## src/rtl/alu_cmd_sequencer.sv

```systemverilog
// Initiator for the ALU operation port: buffers host commands, issues one at a time,
// captures the ALU result and returns it over a valid/ready response channel.
module alu_cmd_sequencer #(
    parameter int unsigned CMD_DEPTH = 4,
    parameter int unsigned ERR_CNT_W = 8
) (
    input  logic                 clk,
    input  logic                 rst_n,
    input  logic                 cmd_valid_i,
    output logic                 cmd_ready_o,
    input  logic [3:0]           cmd_op_i,
    input  logic [31:0]          cmd_p_i,
    input  logic [31:0]          cmd_q_i,
    output logic [3:0]           alu_op_o,
    output logic [31:0]          alu_p_o,
    output logic [31:0]          alu_q_o,
    input  logic [31:0]          alu_result_i,
    input  logic [1:0]           alu_error_i,
    output logic                 rsp_valid_o,
    input  logic                 rsp_ready_i,
    output logic [3:0]           rsp_op_o,
    output logic [31:0]          rsp_result_o,
    output logic [1:0]           rsp_error_o,
    output logic [1:0]           err_sticky_o,
    output logic [ERR_CNT_W-1:0] err_count_o,
    input  logic                 err_clear_i,
    output logic                 busy_o
);

    localparam int unsigned AW = (CMD_DEPTH > 1) ? $clog2(CMD_DEPTH) : 1;
    localparam logic [3:0] OpReset    = 4'b1100;
    localparam logic [3:0] OpFeedback = 4'b1110;

    typedef enum logic [1:0] {StInit, StIdle, StIssue, StResp} state_e;

    state_e state_q, state_d;

    logic [3:0]  fifo_op_q [CMD_DEPTH];
    logic [31:0] fifo_p_q  [CMD_DEPTH];
    logic [31:0] fifo_q_q  [CMD_DEPTH];

    // Extra MSB on each pointer separates full from empty.
    logic [AW:0] wr_ptr_q, wr_ptr_d, rd_ptr_q, rd_ptr_d;
    logic        fifo_empty, fifo_full, push, pop, capture;

    logic [3:0]           alu_op_q, alu_op_d;
    logic [31:0]          alu_p_q, alu_p_d, alu_q_q, alu_q_d;
    logic                 rsp_valid_q, rsp_valid_d;
    logic [3:0]           rsp_op_q, rsp_op_d;
    logic [31:0]          rsp_result_q, rsp_result_d;
    logic [1:0]           rsp_error_q, rsp_error_d;
    logic [1:0]           err_sticky_q, err_sticky_d;
    logic [ERR_CNT_W-1:0] err_count_q, err_count_d;

    assign fifo_empty = (wr_ptr_q == rd_ptr_q);
    assign fifo_full  = (wr_ptr_q[AW] != rd_ptr_q[AW]) &&
                        (wr_ptr_q[AW-1:0] == rd_ptr_q[AW-1:0]);

    assign cmd_ready_o = !fifo_full && (state_q != StInit);
    assign push        = cmd_valid_i && cmd_ready_o;

    always_comb begin
        state_d      = state_q;
        alu_op_d     = alu_op_q;
        alu_p_d      = alu_p_q;
        alu_q_d      = alu_q_q;
        rsp_valid_d  = rsp_valid_q;
        rsp_op_d     = rsp_op_q;
        rsp_result_d = rsp_result_q;
        rsp_error_d  = rsp_error_q;
        err_sticky_d = err_sticky_q;
        err_count_d  = err_count_q;
        pop          = 1'b0;
        capture      = 1'b0;

        unique case (state_q)
            StInit: begin
                alu_op_d = OpFeedback;
                state_d  = StIdle;
            end
            StIdle: begin
                alu_op_d = OpFeedback;
                if (!fifo_empty) begin
                    pop     = 1'b1;
                    state_d = StIssue;
                end
            end
            StIssue: begin
                capture      = 1'b1;
                rsp_valid_d  = 1'b1;
                rsp_op_d     = alu_op_q;
                rsp_result_d = alu_result_i;
                rsp_error_d  = alu_error_i;
                alu_op_d     = OpFeedback;
                state_d      = StResp;
            end
            StResp: begin
                if (rsp_ready_i) begin
                    rsp_valid_d = 1'b0;
                    if (!fifo_empty) begin
                        pop     = 1'b1;
                        state_d = StIssue;
                    end else begin
                        state_d = StIdle;
                    end
                end
            end
            default: state_d = StInit;
        endcase

        if (pop) begin
            alu_op_d = fifo_op_q[rd_ptr_q[AW-1:0]];
            alu_p_d  = fifo_p_q[rd_ptr_q[AW-1:0]];
            alu_q_d  = fifo_q_q[rd_ptr_q[AW-1:0]];
        end

        // A clear on the capture edge discards that capture's error.
        if (err_clear_i) begin
            err_sticky_d = 2'b00;
            err_count_d  = '0;
        end else if (capture) begin
            err_sticky_d = err_sticky_q | alu_error_i;
            if (alu_error_i != 2'b00 && err_count_q != {ERR_CNT_W{1'b1}}) begin
                err_count_d = err_count_q + {{(ERR_CNT_W-1){1'b0}}, 1'b1};
            end
        end
    end

    assign wr_ptr_d = wr_ptr_q + {{AW{1'b0}}, push};
    assign rd_ptr_d = rd_ptr_q + {{AW{1'b0}}, pop};

    always_ff @(posedge clk) begin
        if (push) begin
            fifo_op_q[wr_ptr_q[AW-1:0]] <= cmd_op_i;
            fifo_p_q[wr_ptr_q[AW-1:0]]  <= cmd_p_i;
            fifo_q_q[wr_ptr_q[AW-1:0]]  <= cmd_q_i;
        end
    end

    always_ff @(posedge clk or negedge rst_n) begin
        if (!rst_n) begin
            state_q      <= StInit;
            wr_ptr_q     <= '0;
            rd_ptr_q     <= '0;
            alu_op_q     <= OpReset;
            alu_p_q      <= '0;
            alu_q_q      <= '0;
            rsp_valid_q  <= 1'b0;
            rsp_op_q     <= '0;
            rsp_result_q <= '0;
            rsp_error_q  <= '0;
            err_sticky_q <= '0;
            err_count_q  <= '0;
        end else begin
            state_q      <= state_d;
            wr_ptr_q     <= wr_ptr_d;
            rd_ptr_q     <= rd_ptr_d;
            alu_op_q     <= alu_op_d;
            alu_p_q      <= alu_p_d;
            alu_q_q      <= alu_q_d;
            rsp_valid_q  <= rsp_valid_d;
            rsp_op_q     <= rsp_op_d;
            rsp_result_q <= rsp_result_d;
            rsp_error_q  <= rsp_error_d;
            err_sticky_q <= err_sticky_d;
            err_count_q  <= err_count_d;
        end
    end

    assign alu_op_o     = alu_op_q;
    assign alu_p_o      = alu_p_q;
    assign alu_q_o      = alu_q_q;
    assign rsp_valid_o  = rsp_valid_q;
    assign rsp_op_o     = rsp_op_q;
    assign rsp_result_o = rsp_result_q;
    assign rsp_error_o  = rsp_error_q;
    assign err_sticky_o = err_sticky_q;
    assign err_count_o  = err_count_q;
    assign busy_o       = (state_q != StIdle) || !fifo_empty;

endmodule

```

## config.mk

```make
export PLATFORM = sky130hd
export DESIGN_NAME = alu_cmd_sequencer
export DESIGN_NICKNAME = d
export VERILOG_FILES = /design/src/rtl/alu_cmd_sequencer.sv
export SDC_FILE = /design/constraint.sdc
export NUM_CORES = 1
export LEC_CHECK = 0
export CORE_AREA = 2 2 163 165
export CTS_CLUSTER_SIZE = 25
export DETAILED_ROUTE_END_ITERATION = 16
export DIE_AREA = 0 0 165 167
export PLACE_DENSITY = 0.91
export REMOVE_ABC_BUFFERS = 1
export SLEW_MARGIN = 20
export SYNTH_ARGS = -nofsm -noshare
export SYNTH_HDL_FRONTEND = slang
export SYNTH_SLANG_ARGS = --single-unit
```

## constraint.sdc

```tcl
create_clock -name clk -period 17.3 [get_ports clk]
set_input_delay 1.73 -clock clk [delete_from_list [all_inputs] [get_ports clk]]
set_output_delay 1.73 -clock clk [all_outputs]
set_load 0.005 [all_outputs]
```

---- Yosys cells after proc, flatten, opt, wreduce, memory -nomap -nowiden ----
Memory sizes are Yosys's and may differ from the RTL's. A register that Yosys moved wholly into a read port is not among the register bits.
Cells that the tools add are included.
word-level totals
  flip-flop bits (word level) ............. 61
  memory bits (writable) .................. 272
  input port bits ......................... 107
  output and inout port bits .............. 119
  logic and storage cells ................. 66
  memories kept ........................... 3
operators by class
  add/subtract/negate cells ............... 3
  equal/unequal tests ..................... 10
  mux-type cells .......................... 19
  bitwise logic cells ..................... 1
  reduce and logical (&&, ||, !) cells .... 20
memories
  memory     words  width  read ports  clocked after Yosys merged registers in  write ports  RTL line  text
  fifo_p_q   4      32     1           1                                        1            39        logic [31:0] fifo_p_q [CMD_DEPTH];
  fifo_q_q   4      32     1           1                                        1            40        logic [31:0] fifo_q_q [CMD_DEPTH];
  fifo_op_q  4      4      1           0                                        1            38        logic [3:0] fifo_op_q [CMD_DEPTH];
operator list
  kind                                                                    count
  8-bit 2-to-1 mux                                                        3
  2-bit nonzero test                                                      6
  2-bit 2-to-1 mux                                                        5
  8-bit by 1-bit adder with 8-bit output (second input constant)          1
  4-bit 2-to-1 mux                                                        2
  8-bit != test (second input constant)                                   1
  2-bit case mux with 4 select lines                                      1
  3-bit by 1-bit adder with 3-bit output                                  2
  1-bit 2-to-1 mux                                                        6
  2-bit AND reduction                                                     3
  2-bit equality test (second input constant)                             2
  1-bit logical AND                                                       4
  1-bit logical NOT                                                       4
  2-bit != test (second input constant)                                   2
  1-bit case mux with 2 select lines                                      2
  3-bit equality test                                                     1
  3-bit OR reduction                                                      1
  2-bit by 1-bit equality test with 1-bit output (second input constant)  1
  2-bit equality test                                                     1
  2-bit logical NOT                                                       1
  2-bit by 1-bit != test with 1-bit output (second input constant)        1
  2-bit OR                                                                1
  1-bit logical OR                                                        1
  1-bit != test                                                           1

---- Logic depth before layout (Yosys ltp) ----
  depth after elaboration ................. 7
  gate-level depth with buffers ........... 9

---- Least setup slack after synthesis ----
Ideal clock, no wire load.
  path type ............................... in2reg
  start ................................... in cmd_valid_i
  end ..................................... mem fifo_op_q[1][0], enable pin
  library setup time ...................... 0.592 ns
  data arrival time ....................... 6.841 ns
  required time ........................... 16.708 ns
  setup slack ............................. 9.867 ns
  cell stages on the path ................. 2
  path through ............................ nand2_1 > nor3b_1
on the way
  longest elaborated chain between the ends .. 3
ends and longest elaborated chain
  item                                    RTL line  text
  start, declared                         9         input logic cmd_valid_i,
  1-bit logical AND                       60        assign push = cmd_valid_i && cmd_ready_o;
  1-bit 2-to-1 mux                        133       if (push) begin
  1-bit 2-to-1 mux (not written as such)  134       fifo_op_q[wr_ptr_q[AW-1:0]] <= cmd_op_i;
  end, declared                           38
Every way passes these cells.

---- Worst setup path in the final report ----
  start ................................... reg rd_ptr_q[1]
  end ..................................... out busy_o
on the way
  longest elaborated chain between the ends .. 3
ends and longest elaborated chain
  item                    RTL line  text
  start, declared         43        logic [AW:0] wr_ptr_q, wr_ptr_d, rd_ptr_q, rd_ptr_d;
  start signal, assigned  157       rd_ptr_q <= rd_ptr_d;
  3-bit equality test     55        assign fifo_empty = (wr_ptr_q == rd_ptr_q);
  1-bit logical NOT       179       assign busy_o = (state_q != StIdle) || !fifo_empty;
  1-bit logical OR        179
  end, declared           27        output logic busy_o
Every way passes these cells.

==> key figures <==
Synth
  – Mapped Cells: 677
  – Seq/Total Area, Yosys: 0.762
  – Yosys reg bits: 397
  – Warnings, synthesis: 0
  – Post-synth top flop: edfxtp_1
  – Post-synth ARST share: 0.315
  – Synth unique cells: 34
  – Mean Syn Cell Area: about 22 um^2
  – Post-synth EDFFs: 272
  – Area of the mapped netlist: around 15,000 um^2

Place
  – IO buf count: 225
  – Global placer's final weighted congestion: 0.800
  – Cell Area, Placed: 17,400 um^2
  – DP Wirelength: 17,400 um

STA
  – Slew Viols, Final: 0
  – RSZ-0062 raised after global routing: false
  – Final setup TNS: 0 ns
  – Final hold vios: 0
  – Fin crit share: 0.270
  – Worst Skew: between 0.01 and 0.015 ns
  – Slew of the pin with the lowest slew margin: 1.10 ns
  – Peak Freq: 214 MHz
  – Slew headroom: 0.265
  – Crit path time final: 4.68 ns
  – Final setup vio count: 0

Critical path
  – CP Capture Point: busy_o
  – R2R depth: 7
  – Crit. End Element: primary output
  – Setup slack, reg-to-reg: 13.69 ns
  – Worst path required time: ~16 ns
  – Critical path type: reg -> out
  – Crit path from: rd_ptr_q[1]
  – Worst Setup Start Kind: flop
  – CP Max Fanout: 70
  – Worst flop-to-flop path endpoint: rd_ptr_q[2]
  – Arr. time, crit path: between 2 and 3 ns
  – RR Startpoint: rd_ptr_q[1]

CTS
  – Hold Buf Count CTS: 0
  – CTS clk-pin slew, worst paths: ~0.060 ns
  – Clock sink count: 397
  – Setup bufs post-CTS: 0
  – TritonCTS buffer count: 39
  – Clk root buf: clkbuf_16
  – CTS max path bufs: 3
  – H-tree depth: 2
  – Worst-Skew Late Latency: between 0.5 and 0.6 ns
  – # resized after CTS: 0
  – CTS tree: built

Final layout
  – Layout fillers: 1,447
  – Final nets: 1,035
  – Layout area overhead: 26.9%
  – Finished Cell Area: 18,800 um^2
  – Fin util: 0.731
  – Fraction of layout instances using a drive strength above 1: 0.263
  – Diodes inserted: 0

Detailed routing
  – Post-DRT Antenna Nets: 0
  – DRC Markers: 0
  – Vias/cell: 5.64
  – Iter 0 DRT Violations: 551
  – DR WL/cell: 22.9 um
  – Total routed wirelength: 29,400 um
  – Pre-Repair DR Iteration Count: 4
  – Vias: 7,264

Worst hold path
  – HP Class: reg -> reg

Die
  – Width of the die: between 150 and 200 um
  – Core Footprint: 25,800 um^2
  – Starting density of the core: 0.576
  – Die Footprint: 27,600 um^2
  – Core Rows: 59
  – Die height: around 170 um
  – Ports: 226

GRT
  – Total gr overflow: 0
  – Initial antenna violation count: 0
  – Largest net degree at the start of global routing: 71
  – First-pass GRT wire length: ~44,000 um
  – Vias in the first global route: 7,780
  – GR Util All Layers: 0.214

Power
  – Pwr dens: 186 nW/um^2
  – Leak: a little under 0.007 uW
  – Overall power: 3510 uW
  – Max VDD drop: 137 uV

Flow run
  – Max-cap violations: 0

Outcome
  – Status: finished clean
final cells by class:
class | instances | area, um^2 | area share
clock buffers | 54 | 1100 | 0.0587
flip-flops and latches | 397 | 11300 | 0.601
repair buffers | 236 | 2380 | 0.126
multi-input cells | 244 | 3370 | 0.179
inverters | 5 | 18.8 | 0.000997
well taps | 335 | 419 | 0.0223
clock inverters | 17 | 234 | 0.0124
through the flow:
stage	hold WS, ns	setup WS, ns	cells
6_report	0.503	12.62	1288
5_1_grt	0.519	12.49	1288
4_1_cts	0.506	12.58	1286
3_5_place_dp	0.494	12.48	1215
3_3_place_gp	0.483	12.54	1215
2_1_floorplan	0.474	8.13	646
routing by layer:
metal,GRT usage,vias up,share of wire
met3,0.0481,45,0.070
met4,0.0526,0,0.021
met5,0,-,0
met1,0.274,3743,0.39
li1,-,3190,-
met2,0.374,286,0.52
worst min path at each step:
stage                startpoint                to  slack [ns]  depth (start not counted)
3_3_place_gp    err_sticky_o[0]   err_sticky_o[0]        0.48                          2
5_1_grt        rsp_result_o[13]  rsp_result_o[13]        0.52                          1
6_report       rsp_result_o[28]  rsp_result_o[28]        0.50                          1
3_5_place_dp   rsp_result_o[28]  rsp_result_o[28]        0.49                          1
4_1_cts        rsp_result_o[28]  rsp_result_o[28]        0.51                          1
2_1_floorplan       rsp_valid_o       rsp_valid_o        0.47                          1
cell usage after synthesis, drive strengths merged, types with 2 or more instances:
library cell    n  area share
a21oi          11      0.0037
ha              5      0.0042
xor2            4      0.0024
mux4           68        0.10
dfstp           2      0.0035
nor2b           2     0.00084
inv             5      0.0013
nand3           4      0.0013
edfxtp        272        0.55
or3             5      0.0021
dfrtp         123        0.21
mux2          102       0.090
o31ai           2      0.0010
nor2           12      0.0030
nand2           7      0.0018
buf            24       0.011
nor3b           2      0.0010
xnor2           3      0.0018
nand4           2     0.00084
o21ai           5      0.0017
or4             2      0.0010
clkbuf          7      0.0018
sequential cells by signal (all words and copies together), names as in the netlist:
register      cells
fifo_p_q        128
fifo_q_q        128
alu_p_o          32
alu_q_o          32
rsp_result_o     32
fifo_op_q        16
err_count_o       8
alu_op_o          4
rsp_op_o          4
rd_ptr_q          3
wr_ptr_q          3
err_sticky_o      2
rsp_error_o       2
state_q           2
rsp_valid_o       1
cell usage in the layout (no fill, tap or decap), types with 3 or more instances in the layout:
cell	Yosys	final
clkbuf_1	7	10
clkinv_1	0	3
buf_4	1	9
mux2_4	50	50
dfrtp_1	123	121
xor2_1	4	4
o21ai_0	5	5
inv_1	5	5
clkbuf_8	0	3
nor2_1	12	11
edfxtp_1	272	272
nand2_1	7	7
xnor2_1	3	3
mux2_2	52	52
mux4_2	68	68
a21oi_1	11	11
bufinv_16	0	6
nand3_1	4	4
ha_1	5	5
clkinv_2	0	7
or3_1	5	5
clkbuf_16	0	41
clkdlybuf4s50_1	0	224
power by group:
group          switching (uW)  internal [uW]
clock network             338            536
registers                 189           1330
logic                     414            699
cells by family (layout without fill, tap and decap cells):
logic type,after synthesis,after routing,share of synthesized area
DFF,397,397,0.762
muxes,171,171,0.194
and+or+nand+nor,38,38,0.0129
buffers and inverters,36,312,0.0137
AOI/OAI and AO/OA,23,23,0.00961
xor gates and xnor gates,7,7,0.00413
adders and majority gates,5,5,0.00422
worst max-delay path, stage by stage, from the launching register on:
cell and delay, ns:
dfrtp_4 1.15, xnor2_1 0.25, nand3_1 0.16, or3_1 0.39, clkdlybuf4s50_1 0.47
(Power assumes the default switching activity.)
==> edit 1: new RTL, same flow settings <==
`ERR_CNT_W`: 8 -> 9.
--- a/src/rtl/alu_cmd_sequencer.sv
+++ b/src/rtl/alu_cmd_sequencer.sv
@@ -2,7 +2,7 @@
 // captures the ALU result and returns it over a valid/ready response channel.
 module alu_cmd_sequencer #(
     parameter int unsigned CMD_DEPTH = 4,
-    parameter int unsigned ERR_CNT_W = 8
+    parameter int unsigned ERR_CNT_W = 9
 ) (
     input  logic                 clk,
     input  logic                 rst_n,
Ports: changed (resized err_count_o); port bits go from 226 to 227. The function was not compared with the original's and may differ.
==> edit 1 against the unedited design <==
Synthesized area rose by 0.80%; power fell by 1.7%; sequential cell count rose by 1; clock skew rose by 0.0035 ns; highest routed layer unchanged; critical path type unchanged; largest cell class unchanged; non-clock buffer count fell by 1; worst setup slack got worse by 0.078 ns; wire length rose by 2.1%; cell area fell by 0.14%; die area did not move.
==> edit 1: results (changes against the unedited design) <==
The internal portion of total power is 2479 uW (was 2566 uW). The post-route non-filler standard cell count is 1379 (was 1288). The global placer's final weighted congestion came out at 0.8006 (was 0.8004). The wire length of the first global-routing pass came out at 46310 um (was 44370 um). The maximum number of pins on one net before global-route repair came to 74 (was 71).

The all-layer global routing usage is 22.41% (was 21.45%). The worst setup slack after placement was 13.05 ns (was 12.48 ns). The DRC marker count from the first detailed-route iteration came out at 670 (was 551). The number of buffers inserted by port buffering is 226 (was 225). The first-pass iteration count of the detailed router is 5 (was 4). The relative slew slack is 28.75% (was 26.52%). The launch point of the worst hold path was rsp_result_o[9] (was rsp_result_o[28]). The via count of the first global-routing pass came out at 8217 (was 7780). The clock buffer count from CTS was 40 (was 39).

The static leakage is 0.006991 uW (was 0.006832 uW). The instance area at placement came out at 17480 um^2 (was 17430 um^2). The average instance area after synthesis came out at 19.47 um^2 (was 21.92 um^2). The area share of xor/xnor cells in the synthesized design is 0.7613% (was 0.4132%). The detailed-placement wirelength estimate is 18160 um (was 17400 um). The post-synthesis sequential area ratio came out at 75.71% (was 76.15%). Main area contributors after synthesis: edfxtp_1 55%, dfrtp_1 21%, mux4_2 10% (unchanged).

The number of distinct library cells after synthesis came out at 32 (was 34). The fraction of the mapped netlist area in compound gates is 0.5689% (was 0.9614%). The clock skew came to 0.01598 ns (was 0.01249 ns). Commonest cells in the synthesized netlist: 272 x edfxtp_1, 126 x nand2_1, 124 x dfrtp_1 (was 272 x edfxtp_1, 123 x dfrtp_1, 68 x mux4_2). The average via count per standard cell is 5.545 (was 5.640). The number of antenna violations at the first check in global routing came out at 3 (was 0). The area of the mapped netlist is 14960 um^2 (was 14840 um^2). The net count reported at finish is 1123 (was 1035). The arrival time reported for the critical path endpoint came out at 3.02 ns (was 2.95 ns). The post-synthesis mux area share is 16.06% (was 19.40%).

The maximum vdd ir drop came out at 0.0001300 V (was 0.0001366 V). The count of placed standard cells including taps came to 1303 (was 1215). Run status: finished clean (unchanged). The async set-or-reset flop fraction in the synthesized netlist is 31.66% (was 31.49%).

The proportion of layout cells with a drive suffix above 1 came out at 20.54% (was 26.34%).
## edit 1: changes by cell type after synthesis, moves of 6 or more
cell,before,now
nand2_1,7,126
mux2_2,52,24
mux2_4,50,40
clkbuf_1,7,15
a21oi_1,11,4
xnor2_1,3,10
buf_2,15,9
nor3_1,1,7
## edit 1: routing by layer
| metal | wire length [um] | track usage [%] | part of all wire [%] |
|---|---|---|---|
| met2 | 15790 | 39.24 | 53 |
| met5 | 0 | 0 | 0 |
| met4 | 635 | 6.163 | 2.1 |
| met1 | 11460 | 28.11 | 38 |
| met3 | 2168 | 5.181 | 7.2 |
## edit 1: worst paths after layout
path	endpoint	slack [ns]	depth (start not counted)
worst max-delay path	busy_o	12.55	4
worst min-delay path	rsp_result_o[9]	0.47	2
worst max register to register	fifo_p_q[1][4]	13.78	5
worst min register to register	rsp_result_o[9]	0.47	2
max in group asynchronous	alu_p_o[19]	14.87	2
min in group asynchronous	rsp_result_o[19]	1.25	1
## edit 1: layout make-up
type	instances	area (um^2)
inverters	7	26.28
diodes	2	5.005
clock inverters	11	87.58
flip-flops and latches	398	11330
repair buffers	235	2335
well taps	335	419.2
clock buffers	63	1219
fillers	1482	6964
multi-input cells	328	3377
## edit 1: critical path, cell delays in order (launching register included)
cell	delay, ns
dfrtp_4	1.09
xnor2_1	0.27
nand3_2	0.16
or3b_2	0.51
clkdlybuf4s50_1	0.46
## edit 1: power groups by stage
| stage | sequential [uW] | combinational, uW | clock, uW |
|---|---|---|---|
| after floorplan | 1530 | 635 | 0 |
| after global placement | 1510 | 1070 | 0 |
| after detailed placement | 1530 | 1110 | 0 |
| after CTS | 1520 | 1120 | 858 |
| after global routing | 1550 | 1180 | 900 |
| final | 1510 | 1090 | 841 |
==> edit 2: new RTL, config.mk and constraints unchanged <==
Made on the original files. Reset style: synchronous (`rst_n`), changed in one clocked block.
--- a/src/rtl/alu_cmd_sequencer.sv
+++ b/src/rtl/alu_cmd_sequencer.sv
@@ -137,7 +137,7 @@
         end
     end
 
-    always_ff @(posedge clk or negedge rst_n) begin
+    always_ff @(posedge clk) begin
         if (!rst_n) begin
             state_q      <= StInit;
             wr_ptr_q     <= '0;
Formal check against the unedited RTL: differs if rst_n is asserted again (counterexample within 4 cycles, from zero or initial values and one cycle with rst_n low); with rst_n held inactive, the same outputs for 4 cycles.
==> edit 2 against the unedited design <==
Final cell count is 17% higher; register-to-register slack better by 0.42 ns; synthesized area is 1.9% lower; sequential cell count stayed put; sequential share of layout area is 1.7 points lower; count of clock-buffer cells in the layout is 1 lower; wire length is 2.5% higher; via count is 18% higher; worst setup slack better by 0.35 ns; critical path depth stayed put; cell area is 2.7% lower; critical path type unchanged.
Power is not compared: it rests on default switching activity, and its combinational part moved more than twofold at a synthesized area within 25%.
==> edit 2: results (changes against the unedited design) <==
Run status: finished clean (unchanged). The proportion of layout cells with a drive suffix above 1 is 12.45% (was 26.34%). The pin slew with the least headroom to its limit is 1.043 ns (was 1.102 ns). The total wirelength of the detailed-routed design was 30170 um (was 29440 um).

The detailed-routed wire length on met2 is 15300 um (was 15330 um). The number of enable flip-flop cells after synthesis is 272 (unchanged). The async set-or-reset flop fraction in the synthesized netlist is 0% (was 31.49%). Main area contributors after synthesis: edfxtp_1 56%, dfxtp_1 17%, mux4_2 11% (was edfxtp_1 55%, dfrtp_1 21%, mux4_2 10%). The critical path's slowest cell is dfxtp_4 (was dfrtp_4). The total number of vias came out at 8553 (was 7264). The post-route non-filler standard cell count came out at 1508 (was 1288).

The met1 routed wirelength after detailed routing came out at 11770 um (was 11440 um). The arrival time reported for the critical path endpoint came out at 2.59 ns (was 2.95 ns). The H-tree depth is 2 (unchanged).

The top routing layer in use was met5 (was met4). The critical path's largest stage delay is 0.76 ns (was 1.15 ns). Commonest cells in the synthesized netlist: 272 x edfxtp_1, 149 x nand2_1, 125 x dfxtp_1 (was 272 x edfxtp_1, 123 x dfrtp_1, 68 x mux4_2). The post-cts gate resize count came out at 0 (unchanged).

The wire length of the first global-routing pass is 46820 um (was 44370 um). The buffer count from post-CTS setup fixing came out at 0 (unchanged). The static leakage is 0.005877 uW. The average instance area after synthesis came to 15.71 um^2 (was 21.92 um^2). The root cell of the clock tree is clkbuf_16 (unchanged). The number of antenna violations at the first check in global routing was 2 (was 0). The count of placed standard cells including taps is 1437 (was 1215). The first-pass iteration count of the detailed router is 5 (was 4). The maximum number of pins on one net before global-route repair came out at 96 (was 71). The most used flip-flop cell after synthesis is edfxtp_1 (unchanged).

The all-layer global routing usage came out at 22.00% (was 21.45%). The net count reported at finish came out at 1255 (was 1035). The antenna cell count was 0 (unchanged).

The post-synthesis sequential area ratio is 73.29% (was 76.15%). The detailed-placement wirelength estimate came to 18310 um (was 17400 um). The maximum fanout along the worst path is 29 (was 70). The detailed-routed wire length on met3 is 2495 um (was 2058 um). The via count of the first global-routing pass is 8807 (was 7780). The DRC marker count from the first detailed-route iteration came to 724 (was 551). The clock skew came to 0.01821 ns (was 0.01249 ns). The number of distinct library cells after synthesis came to 39 (was 34). The global placer's final weighted congestion came out at 0.8046 (was 0.8004).

The deepest clock path buffer count came out at 3 (unchanged).
-- edit 2: cell types whose count changed after synthesis, moves of 26 or more --
cell      unedited run  this run
a21boi_0             0        30
nand3_1              4        69
dfrtp_1            123         0
dfxtp_1              0       125
o21ai_1              0        26
o21ai_0              5        46
mux2_2              52         0
mux2_4              50         0
nand2_1              7       149
-- edit 2: tightest hold or removal path, cell delays in order (launching register included) --
cell and delay (ns):
dfxtp_1 0.31, nand2_1 0.05, a21boi_1 0.05
-- edit 2: logic make-up after synthesis --
| family | share of synthesized area (%) |
|---|---|
| flops | 73.29 |
| simple gates | 7.855 |
| compound gates | 5.199 |
| buf+inv | 2.286 |
| mux | 10.52 |
| fa+ha+maj | 0.4297 |
| xor+xnor | 0.4211 |
-- edit 2: per-layer routing --
metal  vias up  track usage [%]
met2       346            37.84
met3        53            5.430
met1      4238            27.76
met4         4            6.238
li1       3912                -
met5         -                0
-- edit 2: layout make-up --
cell class,count,area [um^2]
flip-flops and latches,397,10680
clock buffers,53,1101
repair buffers,238,2347
multi-input cells,464,3592
well taps,335,419.2
inverters,3,11.26
clock inverters,18,162.7
fillers,1593,7452
-- edit 2: worst paths after layout --
check / start / to / slack, ns / depth (start not counted)
max: rd_ptr_q[0] / busy_o / 12.98 / 4
min: rsp_op_o[2] / rsp_op_o[2] / 0.45 / 2
max reg2reg: rd_ptr_q[0] / fifo_p_q[2][18] / 14.11 / 6
min reg2reg: rsp_op_o[2] / rsp_op_o[2] / 0.45 / 2
-- edit 2: report_power, final --
group	internal, uW	switching (uW)
Sequential	1130	71.7
Clock	491	338
Combinational	271	234
-- edit 2: through the flow --
stage	total power (uW)	cell area, um^2	worst slack (ns)	hold WS [ns]
final	2535	18310	12.98	0.4527
after global routing	2643	18310	12.81	0.4696
after CTS	2556	18310	12.94	0.4526
after detailed placement	1730	17050	13.14	0.4395
after global placement	1710	17050	13.21	0.4367
after floorplan	1499	14240	7.878	0.4447
